`config.mk`:
```
export PLATFORM = sky130hd
export DESIGN_NAME = serial_shifter
export DESIGN_NICKNAME = d
export VERILOG_FILES = /design/src/rtl/serial_shifter.sv
export SDC_FILE = /design/constraint.sdc
export NUM_CORES = 1
export LEC_CHECK = 0
export BUFFER_PORTS_ARGS = -buffer_cell sky130_fd_sc_hd__buf_2
export CAP_MARGIN = 20
export CORE_MARGIN = 2
export CORE_UTILIZATION = 47
export DETAILED_ROUTE_END_ITERATION = 16
export PLACE_DENSITY = 0.8
export REMOVE_ABC_BUFFERS = 1
export SETUP_SLACK_MARGIN = 0.05
export SLEW_MARGIN = 10
export SYNTH_ARGS = -nofsm -noshare
export SYNTH_HDL_FRONTEND = slang
export SYNTH_SLANG_ARGS = --single-unit
```
`constraint.sdc`:
```
create_clock -name clk -period 2.7 [get_ports clk]
set_clock_uncertainty 0.1 [all_clocks]
set_input_delay 0.27 -clock clk [delete_from_list [all_inputs] [get_ports clk]]
set_output_delay 0.27 -clock clk [all_outputs]
set_load 0.05 [all_outputs]
```
`src/rtl/serial_shifter.sv`:
```
// serial_shifter: iterative SLL/SRL/SRA/ROTR unit, one bit position per clock, start/busy/done handshake.
module serial_shifter #(
  parameter int word_size = 32,
  parameter int sa_size   = 5
) (
  input  logic                 clk,
  input  logic                 rst_n,
  input  logic                 start,
  input  logic [1:0]           shift_op,
  input  logic [word_size-1:0] shift_amount,
  input  logic [word_size-1:0] input_data,
  output logic [word_size-1:0] output_data,
  output logic                 busy,
  output logic                 done
);
  localparam logic [1:0] IDLE  = 2'd0;
  localparam logic [1:0] SHIFT = 2'd1;
  localparam logic [1:0] DONE  = 2'd2;
  localparam logic [1:0] OP_SLL = 2'd0;
  localparam logic [1:0] OP_SRL = 2'd1;
  logic [1:0]           state_q, state_d;
  logic [sa_size-1:0]   count_q, count_d;
  logic [1:0]           op_q, op_d;
  logic [word_size-1:0] data_q, data_d, step;
  logic                 accept;
  // SRA and ROTR differ only in the bit entering at the top.
  assign step = op_q == OP_SLL ? {data_q[word_size-2:0], 1'b0}
              : op_q == OP_SRL ? {1'b0, data_q[word_size-1:1]}
              : {op_q[0] ? data_q[0] : data_q[word_size-1], data_q[word_size-1:1]};
  assign accept = start && (state_q == IDLE || state_q == DONE);
  always_comb begin
    state_d = state_q;
    count_d = count_q;
    op_d    = op_q;
    data_d  = data_q;
    if (accept) begin
      state_d = SHIFT;
      count_d = shift_amount[sa_size-1:0];
      op_d    = shift_op;
      data_d  = input_data;
    end else if (state_q == SHIFT) begin
      state_d = count_q == '0 ? DONE : SHIFT;
      count_d = count_q == '0 ? count_q : count_q - 1'b1;
      data_d  = count_q == '0 ? data_q : step;
    end else begin
      state_d = IDLE;
    end
  end
  always_ff @(posedge clk or negedge rst_n) begin
    if (!rst_n) begin
      state_q <= IDLE;
      count_q <= '0;
      op_q    <= OP_SLL;
      data_q  <= '0;
    end else begin
      state_q <= state_d;
      count_q <= count_d;
      op_q    <= op_d;
      data_q  <= data_d;
    end
  end
  assign output_data = data_q;
  assign busy        = state_q == SHIFT;
  assign done        = state_q == DONE;
endmodule

```
==> results.json <==
{
  "cts_buffers": 5,
  "setup_tns_ns": 0,
  "synth_top_area_share_pct": 45.23,
  "diodes": 0,
  "maxCapViolCount": 0,
  "die_h_um": 73.47,
  "dp_slack_ns": 0.5721,
  "setup_violations": 0,
  "dieArea_um2": 5398,
  "reg2regPathDepth": 7,
  "grt_pass1_wl_um": 7693,
  "path_class": "flop to flop",
  "coreArea_um2": 4692,
  "grt_pass1_vias": 1638,
  "nFillCells": 417,
  "synthCells": 228,
  "cts_tree": "built",
  "synth_top_cell_by_area": "dfrtp_1",
  "hold_viol": 0,
  "status": "finished clean",
  "min_period_over_period_pct": 79.74,
  "crit_path_start_kind": "flop",
  "portBuffers": 75,
  "drcViolationCount": 0,
  "grt_overflow": 0,
  "htree_levels": 2,
  "wl_per_cell_um": 13.85,
  "crit_path_end_kind": "flop",
  "yosysWarnings": 0,
  "dr.first_iter.drc_count": 86,
  "antenna_found_initial": 0,
  "clockBufferDepth": 2,
  "synth_area_um2": 2268,
  "grt_max_degree": 42,
  "rsz0062_at_grt": "no",
  "crit_path_max_fanout": 33,
  "slew_headroom_pct": 39.49,
  "post_cts_resized": 0,
  "clkTransAtPathRegs_ns": 0.07,
  "finalWorstSetupSlack_ns": 0.5470,
  "clk_latency_ns": 0.29,
  "tightest_slew_ns": 0.9077,
  "synthTopCellsByArea": "dfrtp_1 (45%), mux2i_1 (13%), a211oi_1 (10%), a21o_1 (9.9%), nor2_1 (6.0%)",
  "cp.arrival_ns": 2.24,
  "areaGrowthSynthToFinish_pct": 22.12,
  "dp.cells": 344,
  "drv_slew": 0,
  "crit_chain": "inv_1, ha_1, or4b_4, a21oi_4, buf_4, inv_1, o22a_1",
  "r2r_start": "count_q[0]$_DFFE_PN0P_",
  "io_pins": 103,
  "crit-reg2reg-capture": "output_data[0]$_DFFE_PN0P_",
  "postCtsSetupBuffers": 0,
  "synth_area_per_cell_um2": 9.949,
  "grt_usage_pct": 18.31,
  "slowest_delay_ns": 0.49,
  "yosysSeqAreaShare_pct": 45.23,
  "critical_path.top_delay_family": "buffers and inverters",
  "final_common_cell": "buf_2",
  "wl_um": 4863,
  "worst-path-buf-inv": 3,
  "dp_hpwl_um": 3292,
  "max_clock_freq_mhz": 464.5,
  "vias": 1907,
  "drive_gt1_share_pct": 30.30,
  "cpMostUsedCell": "inv_1",
  "ant_nets": 0,
  "fin_util_pct": 59.04,
  "viasPerCell": 5.433,
  "place.gp.congestion": 0.7375,
  "synth_seq_cells": 41,
  "root_buffer": "clkbuf_8",
  "r2r_setup_slack_ns": 0.55,
  "leakage_nw": 1.501,
  "instances_no_fill": 351,
  "critPathSlowestCell": "or4b_4",
  "cts_hold_buf": 0,
  "rows": 25,
  "clock-sinks": 41,
  "firstDrtPassIters": 4,
  "fin_nets": 367,
  "initial_core_util_pct": 48.35,
  "period_needed_ns": 2.153,
  "final_cell_mix": "buf_2 (75), dfrtp_1 (41), nor2_1 (35)",
  "p_per_area_nw_per_um2": 1649,
  "vdd_drop_max_v": 0.0008096,
  "netlist-cell-type-count": 29,
  "hold_path_class": "input pin to asynchronous set/reset pin",
  "die_w_um": 73.47,
  "required_ns": 2.78
}
[worst reg2reg max path: stages, from the launching register on]
cell and delay (ns):
dfrtp_1 0.38, inv_1 0.10, ha_1 0.17, or4b_4 0.49, a21oi_4 0.14, buf_4 0.32, inv_1 0.14, o22a_1 0.21
[cell type report]
class	instances	area, µm²	area share [%]
flip-flops and latches	41	1026	37.04
repair buffers	80	437.9	15.81
clock buffers	7	86.33	3.117
well taps	54	67.56	2.439
inverters	3	11.26	0.4065
multi-input cells	166	1141	41.19
[worst max-delay path by stage]
stage,startpoint,end,cells past startpoint,slack [ns]
global placement,count_q[0]$_DFFE_PN0P_,output_data[0]$_DFFE_PN0P_,7,0.59
CTS,count_q[0]$_DFFE_PN0P_,output_data[0]$_DFFE_PN0P_,7,0.55
floorplan,count_q[0]$_DFFE_PN0P_,output_data[0]$_DFFE_PN0P_,6,-0.45
global route,count_q[0]$_DFFE_PN0P_,output_data[0]$_DFFE_PN0P_,7,0.43
detailed placement,count_q[0]$_DFFE_PN0P_,output_data[0]$_DFFE_PN0P_,7,0.57
finish,count_q[0]$_DFFE_PN0P_,output_data[0]$_DFFE_PN0P_,7,0.55
[state kept, by name, indices dropped and copies added, names as in the netlist]
signal / count
count_q: 5
op_q: 2
output_data: 32
state_q: 2
[power breakdown]
| group | internal [mW] | total, mW | switching, mW |
|---|---|---|---|
| clock | 0.203 | 0.402 | 0.199 |
| sequential | 0.944 | 1.26 | 0.319 |
| combinational | 1.06 | 2.90 | 1.85 |
[routing by layer]
metal	global-route usage, %	vias to the layer above	wire length [µm]
li1	-	964	-
met1	24.14	897	2351
met2	29.86	41	2279
met3	4.527	5	172
met4	5.455	0	60
met5	0	-	0
[stage by stage]
| step | area [µm²] | total power, mW | hold WS [ns] |
|---|---|---|---|
| detailed placement | 2684 | 4.194 | 0.3637 |
| global route | 2770 | 4.891 | 0.07725 |
| finish | 2770 | 4.569 | 0.009698 |
| global placement | 2684 | 4.124 | 0.3413 |
| CTS | 2770 | 4.610 | 0.04861 |
| floorplan | 2161 | 3.514 | -0.1256 |
[logic make-up after synthesis]
family | count (synthesis) | synth area share [%]
compound gates | 73 | 23.83
simple gates | 62 | 11.91
flops | 41 | 45.23
mux | 30 | 13.24
buf+inv | 21 | 5.240
fa+ha+maj | 1 | 0.5515
[cell usage after synthesis (all sizes together)]
library cell / count
dfrtp: 41
nor2: 36
a211oi: 31
a21o: 30
mux2i: 30
buf: 14
nand2: 13
a21oi: 4
clkbuf: 4
inv: 3
nor2b: 3
o21ai: 3
nand3: 2
nor3: 2
a221oi: 1
ha: 1
nand2b: 1
nand3b: 1
nor3b: 1
nor4: 1
o221ai: 1
o22a: 1
o311ai: 1
o41ai: 1
or3: 1
or4b: 1
Note: power is estimated with default switching activity, not from simulation.
